File: config.mk
export PLATFORM = sky130hd
export DESIGN_NAME = ddr2_traffic_gen
export DESIGN_NICKNAME = d
export VERILOG_FILES = /design/src/rtl/ddr2_traffic_gen.sv
export SDC_FILE = /design/constraint.sdc
export NUM_CORES = 1
export LEC_CHECK = 0
export ABC_CLOCK_PERIOD_IN_PS = 6960
export BUFFER_PORTS_ARGS = -buffer_cell sky130_fd_sc_hd__buf_2
export CAP_MARGIN = 20
export CORE_MARGIN = 8
export CORE_UTILIZATION = 55
export CTS_BUF_LIST = sky130_fd_sc_hd__clkbuf_2
export DETAILED_ROUTE_END_ITERATION = 8
export PLACE_DENSITY_LB_ADDON = 0.1
export SYNTH_ARGS = -nofsm -noshare
export SYNTH_HDL_FRONTEND = slang
export SYNTH_SLANG_ARGS = --single-unit
File: constraint.sdc
create_clock -name CLK -period 6.96 [get_ports CLK]
set_clock_uncertainty 0.2 [all_clocks]
set_input_delay 1.044 -clock CLK [delete_from_list [all_inputs] [get_ports CLK]]
set_output_delay 1.044 -clock CLK [all_outputs]
set_load 0.1 [all_outputs]
File: src/rtl/ddr2_traffic_gen.sv
`timescale 1ns/1ps
// ddr2_traffic_gen
// Write-then-read-back exerciser for a DDR2 memory controller. A run writes
// NUM_BLK blocks of L = 8<<SZ_CFG words starting at BASE_ADDR with a
// selectable data pattern. It then issues one block-read command per block
// and checks every returned word against the pattern expected at its address.
//
// Ports
//   CLK, RESET        clock (posedge) and asynchronous active-high reset
//   READY             controller initialised; START is honoured only then
//   START             one-cycle run request (sampled with MODE, SEED,
//                     BASE_ADDR, NUM_BLK, SZ_CFG when idle)
//   NOTFULL           controller consumes the presented beat/command
//   DOUT/RADDR/       read data, its word address and its valid strobe
//   VALIDOUT
//   CMD/SZ/OP/ADDR    command to the controller (NOP=000, BLR=011, BLW=100)
//   FETCHING/DIN      write-data beat valid and data
//   BUSY/DONE/PASS    run status; DONE and PASS are held until the next START
//   TIMEOUT_FLAG      read data stopped arriving for TIMEOUT cycles
//   ERR_CNT           saturating miscompare count
//   FIRST_ERR_ADDR    RADDR of the first miscompare of the run
//
// Handshake: a command and/or write beat sits on the registered outputs and
// is consumed on the rising edge where NOTFULL=1. While NOTFULL=0 every
// command-side output holds its value. Read data has no back-pressure: each
// cycle with VALIDOUT=1 carries one word.

module ddr2_traffic_gen #(
    parameter int ADDR_W  = 25,
    parameter int DATA_W  = 16,
    parameter int NBLK_W  = 8,
    parameter int TIMEOUT = 4096
) (
    input  logic              CLK,
    input  logic              RESET,
    input  logic              READY,
    input  logic              START,
    input  logic [1:0]        MODE,
    input  logic [DATA_W-1:0] SEED,
    input  logic [ADDR_W-1:0] BASE_ADDR,
    input  logic [NBLK_W-1:0] NUM_BLK,
    input  logic [1:0]        SZ_CFG,
    input  logic              NOTFULL,
    input  logic [DATA_W-1:0] DOUT,
    input  logic [ADDR_W-1:0] RADDR,
    input  logic              VALIDOUT,
    output logic [2:0]        CMD,
    output logic [1:0]        SZ,
    output logic [2:0]        OP,
    output logic              FETCHING,
    output logic [DATA_W-1:0] DIN,
    output logic [ADDR_W-1:0] ADDR,
    output logic              BUSY,
    output logic              DONE,
    output logic              PASS,
    output logic              TIMEOUT_FLAG,
    output logic [15:0]       ERR_CNT,
    output logic [ADDR_W-1:0] FIRST_ERR_ADDR
);

    localparam logic [2:0] CMD_NOP = 3'b000;
    localparam logic [2:0] CMD_BLR = 3'b011;
    localparam logic [2:0] CMD_BLW = 3'b100;
    localparam int TMR_W = $clog2(TIMEOUT + 1);
    localparam int CNT_W = NBLK_W + 7;   // holds NUM_BLK * 64

    typedef enum logic [2:0] {S_IDLE, S_WR_BEAT, S_RD_CMD, S_WAIT_RD, S_FIN} state_t;

    function automatic logic [DATA_W-1:0] pattern(input logic [1:0]        mode,
                                                  input logic [ADDR_W-1:0] a,
                                                  input logic [DATA_W-1:0] seed);
        logic [2*DATA_W-1:0] rot;
        // Upper half of the doubled seed shifted left is the rotate-left result.
        rot = {seed, seed} << a[3:0];
        case (mode)
            2'd0:    pattern = a[DATA_W-1:0];
            2'd1:    pattern = ~a[DATA_W-1:0];
            2'd2:    pattern = a[DATA_W-1:0] ^ seed;
            default: pattern = rot[2*DATA_W-1:DATA_W];
        endcase
    endfunction

    function automatic logic [5:0] last_beat(input logic [1:0] sz);
        last_beat = 6'((7'd8 << sz) - 7'd1);
    endfunction

    state_t              state_q, state_d;
    logic [2:0]          cmd_q, cmd_d;
    logic [1:0]          sz_q, sz_d;
    logic                fetching_q, fetching_d;
    logic [DATA_W-1:0]   din_q, din_d;
    logic [ADDR_W-1:0]   addr_q, addr_d;
    logic                busy_q, busy_d;
    logic                done_q, done_d;
    logic                pass_q, pass_d;
    logic                tmo_q, tmo_d;
    logic [15:0]         err_cnt_q, err_cnt_d;
    logic [ADDR_W-1:0]   first_err_q, first_err_d;
    logic [1:0]          mode_q, mode_d;
    logic [DATA_W-1:0]   seed_q, seed_d;
    logic [ADDR_W-1:0]   base_q, base_d;
    logic [NBLK_W-1:0]   last_blk_q, last_blk_d;
    logic [NBLK_W-1:0]   blk_q, blk_d;
    logic [5:0]          beat_q, beat_d;
    logic [ADDR_W-1:0]   waddr_q, waddr_d;
    logic [CNT_W-1:0]    rx_q, rx_d;
    logic [CNT_W-1:0]    total_q, total_d;
    logic [TMR_W-1:0]    tmr_q, tmr_d;

    logic [NBLK_W-1:0]   nblk_eff;
    logic [ADDR_W-1:0]   blk_step;
    logic [ADDR_W-1:0]   waddr_inc;
    logic                rx_done;

    always_comb begin
        state_d     = state_q;
        cmd_d       = cmd_q;
        sz_d        = sz_q;
        fetching_d  = fetching_q;
        din_d       = din_q;
        addr_d      = addr_q;
        busy_d      = busy_q;
        done_d      = done_q;
        pass_d      = pass_q;
        tmo_d       = tmo_q;
        err_cnt_d   = err_cnt_q;
        first_err_d = first_err_q;
        mode_d      = mode_q;
        seed_d      = seed_q;
        base_d      = base_q;
        last_blk_d  = last_blk_q;
        blk_d       = blk_q;
        beat_d      = beat_q;
        waddr_d     = waddr_q;
        rx_d        = rx_q;
        total_d     = total_q;
        tmr_d       = tmr_q;
        rx_done     = 1'b0;
        nblk_eff    = (NUM_BLK == '0) ? NBLK_W'(1) : NUM_BLK;
        blk_step    = ADDR_W'(last_beat(sz_q)) + ADDR_W'(1);
        waddr_inc   = waddr_q + ADDR_W'(1);

        // Read-data checking runs alongside command issue, since data for
        // early blocks can return while later BLR commands are still queued.
        if ((state_q == S_RD_CMD || state_q == S_WAIT_RD) && VALIDOUT) begin
            rx_d    = rx_q + CNT_W'(1);
            rx_done = (rx_d == total_q);
            if (DOUT != pattern(mode_q, RADDR, seed_q)) begin
                if (err_cnt_q != 16'hFFFF) err_cnt_d = err_cnt_q + 16'd1;
                if (err_cnt_q == 16'd0)    first_err_d = RADDR;
            end
        end

        case (state_q)
            S_IDLE: begin
                if (START && READY && !busy_q) begin
                    state_d     = S_WR_BEAT;
                    mode_d      = MODE;
                    seed_d      = SEED;
                    base_d      = BASE_ADDR;
                    last_blk_d  = nblk_eff - NBLK_W'(1);
                    total_d     = CNT_W'(nblk_eff) << (3'd3 + {1'b0, SZ_CFG});
                    blk_d       = '0;
                    beat_d      = '0;
                    waddr_d     = BASE_ADDR;
                    rx_d        = '0;
                    tmr_d       = '0;
                    cmd_d       = CMD_BLW;
                    addr_d      = BASE_ADDR;
                    sz_d        = SZ_CFG;
                    fetching_d  = 1'b1;
                    din_d       = pattern(MODE, BASE_ADDR, SEED);
                    busy_d      = 1'b1;
                    done_d      = 1'b0;
                    pass_d      = 1'b0;
                    tmo_d       = 1'b0;
                    err_cnt_d   = '0;
                    first_err_d = '0;
                end
            end
            S_WR_BEAT: begin
                if (NOTFULL) begin
                    waddr_d = waddr_inc;
                    if (beat_q != last_beat(sz_q)) begin
                        beat_d = beat_q + 6'd1;
                        cmd_d  = CMD_NOP;
                        din_d  = pattern(mode_q, waddr_inc, seed_q);
                    end else if (blk_q != last_blk_q) begin
                        // Blocks are contiguous, so the next block base is
                        // simply the next word address (wrapping naturally).
                        beat_d = '0;
                        blk_d  = blk_q + NBLK_W'(1);
                        cmd_d  = CMD_BLW;
                        addr_d = waddr_inc;
                        din_d  = pattern(mode_q, waddr_inc, seed_q);
                    end else begin
                        state_d    = S_RD_CMD;
                        blk_d      = '0;
                        cmd_d      = CMD_BLR;
                        addr_d     = base_q;
                        fetching_d = 1'b0;
                    end
                end
            end
            S_RD_CMD: begin
                if (rx_done) begin
                    state_d = S_FIN;
                    busy_d  = 1'b0;
                    cmd_d   = CMD_NOP;
                end else if (NOTFULL) begin
                    if (blk_q != last_blk_q) begin
                        blk_d  = blk_q + NBLK_W'(1);
                        addr_d = addr_q + blk_step;
                    end else begin
                        state_d = S_WAIT_RD;
                        cmd_d   = CMD_NOP;
                    end
                end
            end
            S_WAIT_RD: begin
                if (rx_done) begin
                    state_d = S_FIN;
                    busy_d  = 1'b0;
                end else if (VALIDOUT) begin
                    tmr_d = '0;
                end else if (tmr_q == TMR_W'(TIMEOUT - 1)) begin
                    state_d = S_FIN;
                    busy_d  = 1'b0;
                    tmo_d   = 1'b1;
                end else begin
                    tmr_d = tmr_q + TMR_W'(1);
                end
            end
            S_FIN: begin
                // err_cnt_q and tmo_q are final here: the last read word or
                // the timeout was registered on the edge that entered FIN.
                done_d  = 1'b1;
                pass_d  = (err_cnt_q == 16'd0) && !tmo_q;
                state_d = S_IDLE;
            end
            default: state_d = S_IDLE;
        endcase
    end

    always_ff @(posedge CLK or posedge RESET) begin
        if (RESET) begin
            state_q     <= S_IDLE;
            cmd_q       <= CMD_NOP;
            sz_q        <= '0;
            fetching_q  <= 1'b0;
            din_q       <= '0;
            addr_q      <= '0;
            busy_q      <= 1'b0;
            done_q      <= 1'b0;
            pass_q      <= 1'b0;
            tmo_q       <= 1'b0;
            err_cnt_q   <= '0;
            first_err_q <= '0;
            mode_q      <= '0;
            seed_q      <= '0;
            base_q      <= '0;
            last_blk_q  <= '0;
            blk_q       <= '0;
            beat_q      <= '0;
            waddr_q     <= '0;
            rx_q        <= '0;
            total_q     <= '0;
            tmr_q       <= '0;
        end else begin
            state_q     <= state_d;
            cmd_q       <= cmd_d;
            sz_q        <= sz_d;
            fetching_q  <= fetching_d;
            din_q       <= din_d;
            addr_q      <= addr_d;
            busy_q      <= busy_d;
            done_q      <= done_d;
            pass_q      <= pass_d;
            tmo_q       <= tmo_d;
            err_cnt_q   <= err_cnt_d;
            first_err_q <= first_err_d;
            mode_q      <= mode_d;
            seed_q      <= seed_d;
            base_q      <= base_d;
            last_blk_q  <= last_blk_d;
            blk_q       <= blk_d;
            beat_q      <= beat_d;
            waddr_q     <= waddr_d;
            rx_q        <= rx_d;
            total_q     <= total_d;
            tmr_q       <= tmr_d;
        end
    end

    assign CMD            = cmd_q;
    assign SZ             = sz_q;
    assign OP             = 3'b000;
    assign FETCHING       = fetching_q;
    assign DIN            = din_q;
    assign ADDR           = addr_q;
    assign BUSY           = busy_q;
    assign DONE           = done_q;
    assign PASS           = pass_q;
    assign TIMEOUT_FLAG   = tmo_q;
    assign ERR_CNT        = err_cnt_q;
    assign FIRST_ERR_ADDR = first_err_q;

endmodule

==> results.json <==
{
  "arrival_ns": 5.10,
  "vias_per_cell": 6.20,
  "die_h_um": 191,
  "io_buffers": 191,
  "wl_um": 51700,
  "start_util": 0.555,
  "nNetsFinal": 2275,
  "power_uw": 9400,
  "reg2reg_from": "mode_q[0]",
  "antenna_found_initial": 1,
  "die-area_um2": 36500,
  "finalMaxSlewViolations": 0,
  "cts_tree": "yes",
  "hold_viol": 0,
  "stdcell_count": 2606,
  "powerDensity_nw_per_um2": 509,
  "overflow": 0,
  "rsz0062_at_grt": "no",
  "cp-end-kind": "flip-flop",
  "clk_pin_slew_ns": 0.09,
  "post_cts.repair.setup_buffers": 0,
  "synth_area_um2": 16800,
  "setup_viol": 0,
  "yosysUniqueCellTypes": 81,
  "cts_resized": 0,
  "grt_pass1_wl_um": 83000,
  "syn_area_per_cell_um2": 8.23,
  "synth_top_family_by_area": "simple AND/OR/NAND/NOR gates",
  "min_path_type": "in -> async",
  "clk-insertion-delay-late_ns": 0.89,
  "row_count": 64,
  "wl_per_cell_um": 19.9,
  "pin_count": 195,
  "clockBufferDepth": 3,
  "rr_worst_depth": 11,
  "combPwrFrac": 0.615,
  "worstMarginPinSlew_ns": 1.10,
  "fin_setup_tns_ns": 0,
  "synth_xor_area_frac": 0.0572,
  "crit_fanout": 40,
  "grt_usage": 0.281,
  "drtIter0Drc": 1396,
  "synth.ff_latch_count": 227,
  "ant_nets": 0,
  "worstReg2RegEnd": "FIRST_ERR_ADDR[7]",
  "p_sw_frac": 0.570,
  "r2r_slack_ns": 2.37,
  "ir_worst_vdd_mv": 0.547,
  "synth-compound-area-share": 0.181,
  "worstSetupStartpointType": "flip-flop",
  "dp_slack_ns": 1.81,
  "async_flop_share": 1.00,
  "cts_sinks": 227,
  "grt_max_degree": 163,
  "die_w_um": 191,
  "finalWorstSetupSlack_ns": 2.37,
  "maxCapViolations": 0,
  "core_area_um2": 30300,
  "finalCritPeriodShare": 0.659,
  "gp_congestion": 0.907,
  "yosys_warnings": 0,
  "seqPwrFrac": 0.272,
  "dp_hpwl_um": 35900,
  "relSlewSlack": 0.265,
  "post_cts_hold_buffer_count": 0,
  "status": "complete, no violations",
  "synthSimpleGateAreaFrac": 0.225,
  "synthMuxAreaShare": 0.140,
  "clkPwrFrac": 0.113,
  "place_inst": 2490,
  "vias": 16158,
  "fin_hold_ws_ns": 0.131,
  "synth_edf_count": 0,
  "cts_buffers": 66,
  "post-route-drc-count": 0,
  "power.net_switching_uw": 5360,
  "htreeDepth": 3,
  "first_global_vias": 15300,
  "seq_area_frac_synth": 0.337,
  "p_int_uw": 4040,
  "fmax_ghz": 0.218,
  "drive_gt1_frac": 0.183,
  "p_leak_uw": 0.00843,
  "synth_flop_cell": "dfrtp_1",
  "synthAdderAreaFrac": 0.00891,
  "area_growth_pct": 9.63,
  "required_ns": 7.47,
  "drtPass1Iterations": 5,
  "cts-root-buf": "clkbuf_2",
  "syn_inst": 2048,
  "critPathKind": "reg -> reg",
  "finalCriticalPeriod_ns": 4.59
}
## routing by layer
metal,global-route usage,wire length [µm],vias to the layer above
met4,0.109,1480,0
met3,0.0638,4490,120
met1,0.379,22100,7787
met5,0,0,-
li1,-,-,7616
met2,0.434,23700,635
## kinds of logic after synthesis
kind of cell	count (synthesis)
other cells	1
simple gates	829
compound gates	490
fa+ha+maj	12
buf+inv	209
mux	170
xor+xnor	110
flops	227
## worst max-delay path: stages, from the launching register on
cell	delay [ns]
dfrtp_2	0.63
buf_4	0.49
and2_1	0.60
nand3_1	0.14
o221ai_1	0.17
nor3_1	0.11
nor4_1	0.38
nand4_1	0.25
nor4_4	0.91
nor3_4	0.06
buf_4	0.30
mux2i_1	0.17
## cell type report
class | count | area, µm²
fill | 2803 | 11900
multi-input combinational | 1614 | 10400
sequential | 227 | 5680
timing repair buffer | 214 | 1150
tap | 396 | 495
clock buffer | 98 | 490
inverter | 40 | 154
clock inverter | 16 | 113
antenna | 1 | 2.50
## power by group through the flow
stage / clock network (µW) / registers (µW) / logic, µW
2_1_floorplan: 0 / 3810 / 3210
3_3_place_gp: 0 / 2540 / 5640
3_5_place_dp: 0 / 2560 / 5740
4_1_cts: 1090 / 2540 / 5760
5_1_grt: 1170 / 2640 / 6240
6_report: 1060 / 2560 / 5780
## per-stage QoR
| stage | util | cell area (µm²) |
|---|---|---|
| 3_3_place_gp | 0.588 | 17800 |
| 6_report | 0.608 | 18500 |
| 2_1_floorplan | - | 16900 |
| 4_1_cts | 0.608 | 18400 |
| 3_5_place_dp | 0.588 | 17800 |
| 5_1_grt | 0.608 | 18500 |
## cell usage after synthesis (all sizes together) (5+ instances only)
library cell	n	area share
xor2	43	0.022
o21ai	173	0.051
or3	16	0.0059
inv	37	0.0082
a21o	7	0.0031
nor4	16	0.0072
nand3	55	0.017
nor2	139	0.031
nand2b	15	0.0056
o211ai	31	0.014
or4	11	0.0051
o2111ai	5	0.0026
a221oi	15	0.0082
mux2	15	0.010
a31oi	25	0.0093
a22oi	11	0.0049
dfrtp	227	0.34
mux4	49	0.067
nor3b	9	0.0040
buf	36	0.011
nand4	17	0.0063
a31o	5	0.0026
clkbuf	133	0.030
mux2i	106	0.063
xnor2	67	0.035
and2	14	0.0052
ha	12	0.0089
o31ai	16	0.0071
nor2b	12	0.0045
o22ai	14	0.0052
and3	32	0.012
a211oi	29	0.013
a21oi	105	0.031
nand2	421	0.094
nor3	42	0.013
and4	10	0.0052
## layout by cell type (no fill, tap or decap), types with 11 or more instances in the layout
cell type,instances
nor2_1,139
mux2_2,15
nand4_1,17
clkbuf_2,98
nor2b_1,12
a211oi_1,29
dfrtp_1,225
a31oi_1,24
o21ai_0,172
or3_1,14
mux4_2,43
a21oi_1,104
mux2i_1,106
and3_1,32
ha_1,12
nand2_1,421
inv_1,36
nor4_1,14
a22oi_1,11
buf_4,21
xor2_1,43
a221oi_1,14
nor3_1,39
xnor2_1,67
and2_1,13
clkinv_1,13
o211ai_1,31
buf_2,191
o31ai_1,16
nand3_1,54
o22ai_1,14
nand2b_1,15
## sequential cells by signal (all words and copies together), names as in the netlist, 15 cells and up
signal / count
ADDR: 25
FIRST_ERR_ADDR: 25
base_q: 25
waddr_q: 25
DIN: 16
ERR_CNT: 16
seed_q: 16
rx_q: 15
total_q: 15
## worst max path at each step
| stage | startpoint | to | slack (ns) | cells after the start |
|---|---|---|---|---|
| 5_1_grt | mode_q[0] | FIRST_ERR_ADDR[3] | 2.03 | 11 |
| 4_1_cts | mode_q[0] | FIRST_ERR_ADDR[7] | 2.41 | 11 |
| 3_5_place_dp | RADDR[1] | FIRST_ERR_ADDR[7] | 1.81 | 11 |
| 2_1_floorplan | RESET | ADDR[0] | 2.75 | 1 |
| 3_3_place_gp | RADDR[1] | FIRST_ERR_ADDR[8] | 1.90 | 11 |
| 6_report | mode_q[0] | FIRST_ERR_ADDR[7] | 2.37 | 11 |
(Power assumes the default switching activity.)
